`src/rtl/cbus_arbiter_pkg.sv`:
```
// Shared cbus bus types plus the states and limits used by the cbus arbiter.
package cbus_arbiter_pkg;

  typedef logic [63:0] addr_t;
  typedef logic [63:0] word_t;
  typedef logic [7:0]  strobe_t;
  typedef logic [7:0]  mlen_t;

  typedef enum logic [2:0] {
    MSIZE1,
    MSIZE2,
    MSIZE4,
    MSIZE8
  } msize_t;

  typedef enum logic [1:0] {
    AXI_BURST_FIXED,
    AXI_BURST_INCR,
    AXI_BURST_WRAP
  } axi_burst_type_t;

  // Burst length is encoded as beats - 1.
  localparam mlen_t MLEN1  = 8'd0;
  localparam mlen_t MLEN2  = 8'd1;
  localparam mlen_t MLEN4  = 8'd3;
  localparam mlen_t MLEN8  = 8'd7;
  localparam mlen_t MLEN16 = 8'd15;

  typedef struct packed {
    logic            valid;
    logic            is_write;
    msize_t          size;
    addr_t           addr;
    strobe_t         strobe;
    word_t           data;
    mlen_t           len;
    axi_burst_type_t burst;
  } cbus_req_t;

  typedef struct packed {
    logic  ready;
    logic  last;
    word_t data;
  } cbus_resp_t;

  typedef enum logic [1:0] {
    S_IDLE,
    S_BUSY,
    S_DONE
  } arb_state_t;

  localparam int unsigned CBUS_ARB_MAX_REQ = 4;

endpackage

```
`src/rtl/cbus_arb_select.sv`:
```
// Combinational winner selection for the cbus arbiter.
// Build option CBUS_ARB_RR_EN: round-robin search starting at rr_ptr;
// otherwise fixed priority with the lowest index winning and rr_ptr ignored.
module cbus_arb_select
  import cbus_arbiter_pkg::*;
#(
  parameter int NUM_REQ = 2,
  parameter int IDX_W   = 1
) (
  input  logic [NUM_REQ-1:0] valid,
  input  logic [IDX_W-1:0]   rr_ptr,
  output logic [IDX_W-1:0]   winner,
  output logic               any_valid
);

`ifdef CBUS_ARB_RR_EN
  logic found;
  int   cand;

  // First valid requester found walking forward from rr_ptr, wrapping.
  always_comb begin
    winner    = '0;
    any_valid = |valid;
    found     = 1'b0;
    cand      = 0;
    for (int k = 0; k < NUM_REQ; k++) begin
      cand = (int'(rr_ptr) + k) % NUM_REQ;
      if (!found && valid[cand[IDX_W-1:0]]) begin
        winner = IDX_W'(cand);
        found  = 1'b1;
      end
    end
  end
`else
  logic unused_rr_ptr;
  assign unused_rr_ptr = ^rr_ptr;

  // Lowest-index valid requester wins.
  always_comb begin
    winner    = '0;
    any_valid = |valid;
    for (int k = NUM_REQ - 1; k >= 0; k--) begin
      if (valid[k]) winner = IDX_W'(k);
    end
  end
`endif

endmodule

```
`src/rtl/cbus_arbiter.sv`:
```
// Shares one memory-side cbus port among NUM_REQ requesters. The grant is held
// until the memory returns the last beat, followed by one turnaround cycle.
// All outputs are registered.
// Build option CBUS_ARB_RR_EN selects round-robin instead of fixed priority.
module cbus_arbiter
  import cbus_arbiter_pkg::*;
#(
  parameter int NUM_REQ = 2,
  localparam int IDX_W  = $clog2(NUM_REQ)
) (
  input  logic             clk,
  input  logic             reset,
  input  cbus_req_t        request_from_src [NUM_REQ],
  output cbus_resp_t       response_to_src  [NUM_REQ],
  output cbus_req_t        request_to_mem,
  input  cbus_resp_t       response_from_mem,
  output logic [IDX_W-1:0] grant_idx,
  output logic             busy
);

  arb_state_t       state_q, state_d;
  cbus_req_t        req_q, req_d;
  cbus_resp_t       resp_q [NUM_REQ];
  cbus_resp_t       resp_d [NUM_REQ];
  logic [IDX_W-1:0] grant_q, grant_d;
  logic             busy_q, busy_d;

  logic [NUM_REQ-1:0] valid_vec;
  logic [IDX_W-1:0]   winner;
  logic               any_valid;
  logic [IDX_W-1:0]   rr_ptr;
  cbus_req_t          sel_req;

`ifdef CBUS_ARB_RR_EN
  logic [IDX_W-1:0] rr_ptr_q, rr_ptr_d;
  assign rr_ptr = rr_ptr_q;
`else
  assign rr_ptr = '0;
`endif

  // Gather valids and mux out the winner's request.
  always_comb begin
    valid_vec = '0;
    sel_req   = '0;
    for (int i = 0; i < NUM_REQ; i++) begin
      valid_vec[i] = request_from_src[i].valid;
      if (IDX_W'(i) == winner) sel_req = request_from_src[i];
    end
  end

  cbus_arb_select #(
    .NUM_REQ (NUM_REQ),
    .IDX_W   (IDX_W)
  ) u_select (
    .valid     (valid_vec),
    .rr_ptr    (rr_ptr),
    .winner    (winner),
    .any_valid (any_valid)
  );

  // Next-state, latched request and per-requester response forwarding.
  always_comb begin
    state_d = state_q;
    req_d   = req_q;
    grant_d = grant_q;
    for (int i = 0; i < NUM_REQ; i++) resp_d[i] = '0;
`ifdef CBUS_ARB_RR_EN
    rr_ptr_d = rr_ptr_q;
`endif
    unique case (state_q)
      S_IDLE: begin
        if (any_valid) begin
          req_d   = sel_req;
          grant_d = winner;
          state_d = S_BUSY;
`ifdef CBUS_ARB_RR_EN
          if (int'(winner) == NUM_REQ - 1) rr_ptr_d = '0;
          else                             rr_ptr_d = winner + 1'b1;
`endif
        end
      end
      S_BUSY: begin
        // Memory ready outside S_BUSY is dropped; here every beat is forwarded.
        if (response_from_mem.ready) begin
          for (int i = 0; i < NUM_REQ; i++) begin
            if (IDX_W'(i) == grant_q) resp_d[i] = response_from_mem;
          end
          if (response_from_mem.last) begin
            req_d   = '0;
            state_d = S_DONE;
          end
        end
      end
      S_DONE: begin
        // Gives the winner a cycle to drop valid before re-arbitration.
        state_d = S_IDLE;
      end
      default: state_d = S_IDLE;
    endcase
    busy_d = (state_d != S_IDLE);
  end

  // State and output registers; reset aborts any transaction at once.
  always_ff @(posedge clk or posedge reset) begin
    if (reset) begin
      state_q <= S_IDLE;
      req_q   <= '0;
      grant_q <= '0;
      busy_q  <= 1'b0;
      for (int i = 0; i < NUM_REQ; i++) resp_q[i] <= '0;
`ifdef CBUS_ARB_RR_EN
      rr_ptr_q <= '0;
`endif
    end else begin
      state_q <= state_d;
      req_q   <= req_d;
      grant_q <= grant_d;
      busy_q  <= busy_d;
      for (int i = 0; i < NUM_REQ; i++) resp_q[i] <= resp_d[i];
`ifdef CBUS_ARB_RR_EN
      rr_ptr_q <= rr_ptr_d;
`endif
    end
  end

  assign request_to_mem  = req_q;
  assign response_to_src = resp_q;
  assign grant_idx       = grant_q;
  assign busy            = busy_q;

endmodule

```
`config.mk`:
```
export PLATFORM = sky130hd
export DESIGN_NAME = cbus_arbiter
export DESIGN_NICKNAME = d
export VERILOG_FILES = /design/src/rtl/cbus_arbiter_pkg.sv /design/src/rtl/cbus_arb_select.sv /design/src/rtl/cbus_arbiter.sv
export SDC_FILE = /design/constraint.sdc
export NUM_CORES = 1
export LEC_CHECK = 0
export BUFFER_PORTS_ARGS = -buffer_cell sky130_fd_sc_hd__buf_2
export CORE_AREA = 2 2 256 258
export CTS_CLUSTER_SIZE = 16
export DETAILED_ROUTE_END_ITERATION = 6
export DIE_AREA = 0 0 258 260
export PLACE_DENSITY = 0.4
export SLEW_MARGIN = 20
export SYNTH_ARGS = -nofsm -noshare
export SYNTH_HDL_FRONTEND = slang
export SYNTH_SLANG_ARGS = --single-unit
```
`constraint.sdc`:
```
create_clock -name clk -period 9.82 [get_ports clk]
set_input_delay 0.491 -clock clk [delete_from_list [all_inputs] [get_ports clk]]
set_output_delay 0.491 -clock clk [all_outputs]
set_load 0.01 [all_outputs]
```
==> flow_results.org, run 1 <==
** Worst setup path
- Worst EP required :: 10.26 ns
- The worst setup path is captured at a flop.
- Cell repeated most along the worst path :: sky130_fd_sc_hd__buf_4
- Critical-path cell with the highest stage delay :: sky130_fd_sc_hd__buf_4
- At the worst endpoint, the arrival time is 3.18 ns.
- Together, buffers and inverters on the worst path number 3.
- Among cell families on the critical path, the largest total delay comes from buffers and inverters.
- The critical path is of the flop to flop type.
- The worst setup path is launched from a flop.
- The largest single stage delay on the critical path is 0.87 ns.
- The signal on the critical path passes through nand4b_1 > inv_2 > a21oi_4 > buf_4 > buf_4 > o2bb2ai_1.
- Crit path max fanout :: 86

** Timing
- The clock arrives with 0.0161 ns of skew.
- Final hold analysis gives a worst-case slack of 0.110 ns.
- Headroom to the max-slew limit :: 31.9%
- Setup repair after global routing left no endpoint under its margin.
- The final-report max-slew violation count came to 0.
- Finish-stage setup viols :: 0
- Endpoints failing hold :: 0
- Tcrit/Tclk final :: 27.9%
- The worst path meets setup with 7.08 ns of slack.
- Clock period minus worst slack :: 2.74 ns
- For the pin with the worst max-slew slack, the measured transition is 1.02 ns.
- Final setup TNS :: 0 ns
- Highest attainable clock frequency :: 365 MHz

** Final layout
- Compared with the post-synthesis result, the final layout area differs by 46.8%.
- Final net count :: 1,807
- The library cell used most frequently in the layout, excluding fill and tap cells, is sky130_fd_sc_hd__buf_2.
- Commonest cells after routing, fill and taps aside :: sky130_fd_sc_hd__buf_2, sky130_fd_sc_hd__dfrtp_1, sky130_fd_sc_hd__mux2i_1, sky130_fd_sc_hd__o2bb2ai_1, sky130_fd_sc_hd__and2_1
- The layout has 6,847 filler cells.
- Finished layout cell area :: 0.0165 mm^2
- The post-route netlist has 49.5% of its cells at a drive strength greater than 1.
- Util after Layout :: 25.8%

** Floorplanning
- The die covers 0.0671 mm^2.
- The floorplan has 93 rows.
- From bottom edge to top edge, the die measures 260 um.
- Core ar. :: 0.0641 mm^2
- From left edge to right edge, the die measures 258 um.
- Starting utilization of the core area :: 17.5%
- Top-level I/O count :: 655

** Placed design
- After detailed placement, the total cell area comes to 0.0154 mm^2.
- Buffers placed on the I/O ports in this run total 654.
- Before CTS, the worst setup slack after placement is 6.72 ns.
- DP Wirelength :: 30,400 um
- Routability cong. :: 0.778

** Power and ir drop
- Total leakage power :: 9.14 nW
- Power density cells :: 266 mW/mm^2
- The worst-case IR drop observed on VDD is 176 uV.

** Global route
- For this run the aggregate overflow at the end of global routing stands at 0.
- Number of antenna violations at the first check in global routing :: 6
- The number of global-route vias before repair came to 9,598.
- For this run, the total global-route usage over all layers was measured as 11.9%.
- For this run, global-route usage on met1 was measured as 13.2%.
- Grt met3 use :: 4.66%
- Entering global routing, the biggest net connects 115 pins.
- The first global-routing pass estimated 60,600 um of wire.
- Grt peak-use layer :: met2
- In the global route stage, met2 resource usage came out at 20.7%.

** Status
- Result of the run :: finished, final reports clean

** Logic synthesis
- Each instance of the synthesized netlist takes up on average 14.1 um^2.
- Library cells used by synthesis :: 21
- Post-synthesis register bit count :: 287
- Sequential area share after synthesis :: 63.8%
- The number of nets in the synthesized netlist is 1,168.
- For this run, the number of Yosys warnings is 0.
- The mapped netlist covers 0.0113 mm^2.
- Instance count of the mapped netlist :: 798

** Drt
- Via count :: 8,858
- Post-route ant nets :: 0
- Initial drt markers :: 332
- In the final routed layout, each cell accounts on average for 17.9 um.
- WL final :: 41,500 um
- Via density per instance :: 3.82
- Before antenna repair, the detailed router went through 5 iterations.
- Residual DRC count :: 0

** Clocking
- Later-pin clock latency in the skew report :: 0.54 ns
- Post-cts resize count :: 0
- The tree is rooted in a sky130_fd_sc_hd__clkbuf_16.
- Buffers added to address setup during post-CTS repair amount to 0.
- The clock drives 287 sinks.
- Clock-pin slew was measured on the worst setup and hold paths at 0.06 ns.
- The H-tree generated during clock tree synthesis spans 2 levels.
- In this run, CTS created clock tree buffers numbering 35.
- The clock passes through at most 3 buffers.
- Clock tree from TritonCTS :: built
- Hold repair after CTS inserted 0 buffers.

** Min path
- Class of the tightest hold or removal check :: primary input to asynchronous set/reset pin

** Run
- Across the run, the number of max-cap violations was 0.
flip-flops by register name (all words and copies together), names as in the netlist:
name             flops
request_to_mem     151
response_to_src    132
state_q              2
busy                 1
grant_idx            1
routing by layer:
layer / vias to the layer above / part of all wire [%]
met2: 414 / 50
met5: - / 0.053
met3: 60 / 9.7
met1: 4232 / 38
li1: 4148 / -
met4: 4 / 2.4
cell families (layout without fill, tap and decap cells):
| logic type | after synthesis | after routing | share of synthesized area (%) |
|---|---|---|---|
| buffers and inverters | 65 | 728 | 3.08 |
| other | 0 | 3 | 0 |
| multiplexers | 150 | 150 | 13.3 |
| AO/OA/AOI/OAI | 154 | 154 | 11.9 |
| flip-flops | 287 | 287 | 63.8 |
| AND/OR/NAND/NOR | 142 | 142 | 7.83 |
stage by stage:
| stage | cells | total power [W] |
|---|---|---|
| after global routing | 2317 | 0.00468 |
| final | 2319 | 0.00439 |
| after CTS | 2316 | 0.00450 |
| after detailed placement | 2255 | 0.00318 |
| after floorplan | 798 | 0.00246 |
| after global placement | 2255 | 0.00317 |
worst paths after layout:
| kind | from | end | slack (ns) | depth (start not counted) |
|---|---|---|---|---|
| max | state_q[1]$_DFF_PP0_ | request_to_mem[126]$_DFFE_PP0P_ | 7.08 | 6 |
| min | reset | response_to_src[95]$_DFF_PP0_ | 0.11 | 2 |
| max reg2reg | state_q[1]$_DFF_PP0_ | request_to_mem[126]$_DFFE_PP0P_ | 7.08 | 6 |
| min reg2reg | request_to_mem[3]$_DFFE_PP0P_ | request_to_mem[3]$_DFFE_PP0P_ | 0.48 | 1 |
| max in group asynchronous | reset | request_to_mem[75]$_DFFE_PP0P_ | 7.65 | 4 |
| min in group clk | response_from_mem[1] | response_to_src[67]$_DFF_PP0_ | 0.16 | 2 |
where the power goes:
part           total [W]  switching, W  internal, W  leakage, nW
Sequential       0.00172      0.000177      0.00155         3.76
Clock            0.00128      0.000506     0.000773        0.555
Combinational    0.00138      0.000826     0.000559         4.82
Total            0.00439       0.00151      0.00288         9.14
cells in the mapped netlist:
library cell	number	area, um^2
sky130_fd_sc_hd__nand2b_1	2	12.5
sky130_fd_sc_hd__and4b_1	1	10.0
sky130_fd_sc_hd__o2bb2ai_1	150	1310
sky130_fd_sc_hd__inv_2	1	3.75
sky130_fd_sc_hd__nor2_1	1	3.75
sky130_fd_sc_hd__or2_1	1	6.26
sky130_fd_sc_hd__clkbuf_1	15	56.3
sky130_fd_sc_hd__dfrtp_1	287	7180
sky130_fd_sc_hd__buf_2	25	125
sky130_fd_sc_hd__inv_1	1	3.75
sky130_fd_sc_hd__nor3b_1	1	7.51
sky130_fd_sc_hd__buf_4	17	128
sky130_fd_sc_hd__a21o_1	1	7.51
sky130_fd_sc_hd__a21oi_2	1	8.76
sky130_fd_sc_hd__and2_1	129	807
sky130_fd_sc_hd__mux2i_1	150	1500
sky130_fd_sc_hd__clkbuf_2	6	30.0
sky130_fd_sc_hd__a21oi_1	2	10.0
sky130_fd_sc_hd__nand4b_1	1	8.76
sky130_fd_sc_hd__nand2_1	5	18.8
sky130_fd_sc_hd__nor2_2	1	6.26
area by class of cell:
type                       instances  area, um^2  area share [%]
timing repair buffer             665        3360            20.3
inverter                           2        15.0          0.0909
sequential                       287        7180            43.5
antenna                            3        7.51          0.0455
clock inverter                     8         105           0.637
clock buffer                      53        1020            6.21
tap                              855        1070            6.48
multi-input combinational        446        3750            22.7
Note: power is estimated with default switching activity, not from simulation.
==> run 2: changes to the inputs <==
Settings changed: PLACE_DENSITY 0.4 to 0.41.
Clock period 9.82 ns to 2.5 ns, I/O delays scaled along.
==> run 2 against run 1 <==
  * Final area up 24%
  * Core utilization increased by 6.3 points
  * Highest routed layer unchanged
  * Hold slack better by 0.19 ns
  * First-iteration DRC count fell by 2.7%
  * Power rose to 4.2 times the previous value
  * Critical path type is now primary input to flop
==> flow_results.org, run 2 (synthesized netlist as in run 1, its figures left out) <==
** Placed design
- DP Worst Slack :: 0.868 ns (was 6.72 ns)
- DP Wirelength :: 31,000 um (was 30,400 um)
- The last weighted congestion value of the routability-driven placer came to 0.792 (was 0.778).
- Count of buffers inserted at the top-level ports :: 654 (unchanged)
- Area after DPL :: 0.0156 mm^2 (was 0.0154 mm^2)

** Clocking
- The worst-skew pair later-pin latency is 0.54 ns (about the same).
- The number of H-tree levels was 2 (unchanged).
- The maximum clock path buffer count came to 3 (unchanged).
- Clock tree from TritonCTS :: built (unchanged)
- The number of sinks handled by clock tree synthesis came to 287 (unchanged).
- The quantity of gates resized following cts is 0 (unchanged).
- Clock-pin slew reported for the worst setup and hold paths after clock tree synthesis :: 0.06 ns (about the same)
- Number of buffers created by CTS :: 36 (was 35)
- CTS Root Buffer Type :: sky130_fd_sc_hd__clkbuf_16 (unchanged)

** Global route
- The overall track demand over capacity in global routing is 12.7% (was 11.9%).
- Global route overflow :: 0 (unchanged)
- Number of antenna violations at the first check in global routing :: 3 (was 6)
- The number of global-route vias before repair is 11.7k (was 9,598).
- The wire length of the first global-routing pass was 67,000 um (was 60,600 um).
- The maximum number of pins on one net before global-route repair came to 96 (was 115).

** Min path
- The class of the tightest hold or removal check is primary input to asynchronous set/reset pin (unchanged).

** Floorplanning
- The die width is 258 um (unchanged).
- The effective utilization at floorplan came to 17.5% (unchanged).
- The die area came to 0.0671 mm^2 (unchanged).
- The standard cell core area was 0.0641 mm^2 (unchanged).
- The die height came to 260 um (unchanged).
- The placement row count was 93 (unchanged).
- Top-level I/O count :: 655 (unchanged)

** Worst setup path
- The family with the most delay on the worst path was buffers and inverters (unchanged).
- The largest driver fanout on the critical path was 32 (was 86).
- Kind of launch point of the worst setup path :: primary input (was flop)
- Slowest Stage Delay on Critical Path :: 0.59 ns (was 0.87 ns)
- Cell breakdown of the critical path: dlygate4sd3_1 > buf_2 > nand2b_4 > buf_12 > buf_12 > mux2i_1 > dlygate4sd3_1 > o2bb2ai_1 (was nand4b_1 > inv_2 > a21oi_4 > buf_4 > buf_4 > o2bb2ai_1).
- Sum of buffers and inverters on the critical path :: 5 (was 3)
- The critical path endpoint category is a flop (unchanged).
- Critical-path cell with the highest stage delay :: sky130_fd_sc_hd__dlygate4sd3_1 (was sky130_fd_sc_hd__buf_4)
- The arrival time of data at the critical path endpoint was 2.53 ns (was 3.18 ns).
- The path type of the worst setup path is primary input to flop (was flop to flop).
- Worst EP required :: 2.91 ns (was 10.26 ns)

** Timing
- Slew at the pin with the worst max-slew slack :: 0.628 ns (was 1.02 ns)
- Layout Skew :: 0.0138 ns (was 0.0161 ns)
- Tcrit/Tclk final :: 84.8%
- Final setup TNS :: 0 ns (unchanged)
- RSZ-0062 raised after global routing: false (unchanged).
- The number of endpoints failing setup at the final stage came to 0 (unchanged).
- Headroom to the max-slew limit :: 58.2% (was 31.9%)
- The final-report max-slew violation count came to 0 (unchanged).
- Clock period minus worst slack :: 2.12 ns
- Highest attainable clock frequency :: 472 MHz
- Endpoints failing hold :: 0 (unchanged)
- The post-route worst setup slack was 0.380 ns (was 7.08 ns).

** Power and ir drop
- Comb pwr share :: 33.8% (was 31.6%)
- Clock Power Share :: 29.1% (about the same)
- Internal power component :: 0.0121 W (was 0.00288 W)
- Largest voltage drop on the vdd net :: 551 uV (was 176 uV)
- The switching power share of the total is 33.7% (was 34.4%).
- The total leakage power came to 10.8 nW (was 9.14 nW).
- Power density cells :: 886 mW/mm^2 (was 266 mW/mm^2)
- The portion of total power attributed to sequential cells came to 37.1% (was 39.3%).
- The power spent charging and discharging nets came to 0.00614 W (was 0.00151 W).

** Drt
- The per-cell via count in the routed design was 3.87 (was 3.82).
- Number of iterations in the first detailed-routing pass :: 4 (was 5)
- The via count is 10.5k (was 8,858).
- The detail-routed net length per standard cell is 16.5 um (was 17.9 um).
- Initial drt markers :: 323 (was 332)
- The overall routed net length is 44,700 um (was 41,500 um).
- The final antenna-violating net count is 0 (unchanged).
- Residual DRC count :: 0 (unchanged)

** Run
- The max-cap check violation count is 0 (unchanged).

** Final layout
- The fraction of final layout cells sized beyond drive strength 1 is 40.3% (was 49.5%).
- The number of filler instances in the final layout is 6,476 (was 6,847).
- Layout overhead on the synthesized area :: 82.7% (was 46.8%)
- Commonest cells after routing, fill and taps aside: sky130_fd_sc_hd__buf_2, sky130_fd_sc_hd__dlygate4sd3_1, sky130_fd_sc_hd__dfrtp_1, sky130_fd_sc_hd__mux2i_1, sky130_fd_sc_hd__o2bb2ai_1 (was sky130_fd_sc_hd__buf_2, sky130_fd_sc_hd__dfrtp_1, sky130_fd_sc_hd__mux2i_1, sky130_fd_sc_hd__o2bb2ai_1, sky130_fd_sc_hd__and2_1).
- The number of nets in the final layout was 2,194 (was 1,807).
- Finished layout cell area :: 0.0206 mm^2 (was 0.0165 mm^2)
- The flip-flop count of the largest register, all copies and words added is 151 (unchanged).
- Most common cell after layout, fill and taps aside :: sky130_fd_sc_hd__buf_2 (unchanged)

** Status
- Result of the run: finished, final reports clean (unchanged).
run 2: changes by cell type in the layout (fill, tap and decap cells not counted), sizes merged:
| cell | change |
|---|---|
| clkinvlp | +3 |
| buf | +17 |
| clkbuf | -1 |
| dlygate4sd3 | +369 |
| diode | -2 |
| bufinv | +1 |
run 2: metal layers:
metal / vias to the layer above / share of wire, % / GRT usage (%)
li1: 4924 / - / -
met1: 5037 / 38 / 14.0
met2: 419 / 50 / 22.4
met3: 84 / 8.3 / 4.39
met4: 4 / 3.6 / 5.22
met5: - / 0.060 / 0
run 2: per-stage QoR:
step | total power [W] | utilization, % | cells | hold WS (ns)
after floorplan | 0.00967 | - | 798 | 0.211
after global placement | 0.0125 | 24.4 | 2272 | 0.325
after detailed placement | 0.0125 | 24.4 | 2272 | 0.315
after CTS | 0.0186 | 32.1 | 2705 | 0.256
after global routing | 0.0193 | 32.1 | 2706 | 0.301
final | 0.0182 | 32.1 | 2706 | 0.300
run 2: worst paths after layout:
check | slack [ns] | start | end | cells after the start
max reg2reg | 0.90 | state_q[0]$_DFF_PP0_ | request_to_mem[46]$_DFFE_PP0P_ | 5
min in group clk | 0.33 | response_from_mem[7] | response_to_src[73]$_DFF_PP0_ | 3
min reg2reg | 0.48 | request_to_mem[6]$_DFFE_PP0P_ | request_to_mem[6]$_DFFE_PP0P_ | 1
max | 0.38 | request_from_src[301] | request_to_mem[40]$_DFFE_PP0P_ | 8
min | 0.30 | reset | response_to_src[121]$_DFF_PP0_ | 4
max in group asynchronous | 1.54 | reset | request_to_mem[72]$_DFFE_PP0P_ | 5
run 2: worst register-to-register path, delay by kind of cell (launching register included):
family / cells / cell delay, ns
AO/OA/AOI/OAI: 2 / 0.54
flip-flops: 1 / 0.41
buffers and inverters: 2 / 0.39
AND/OR/NAND/NOR: 1 / 0.18
run 2: cell type report:
type                       instances  area [um^2]  area share, %
clock inverter                    12          170          0.828
timing repair buffer            1051         7330           35.6
tap                              855         1070           5.20
clock buffer                      52         1040           5.06
sequential                       287         7180           34.9
inverter                           2         11.3         0.0548
antenna                            1         2.50         0.0122
multi-input combinational        446         3750           18.2
run 2: what timing repair did:
action	4_1_cts	5_1_grt
buffers inserted	0	0
hold endpoints to repair	482	0
hold buffers	369	0
run 2: power groups by stage:
stage	clock network [W]	logic, W	registers (W)
final	0.00530	0.00616	0.00676
after CTS	0.00554	0.00628	0.00677
after floorplan	0	0.00218	0.00749
after global placement	0	0.00572	0.00682
after detailed placement	0	0.00573	0.00681
after global routing	0.00572	0.00667	0.00694
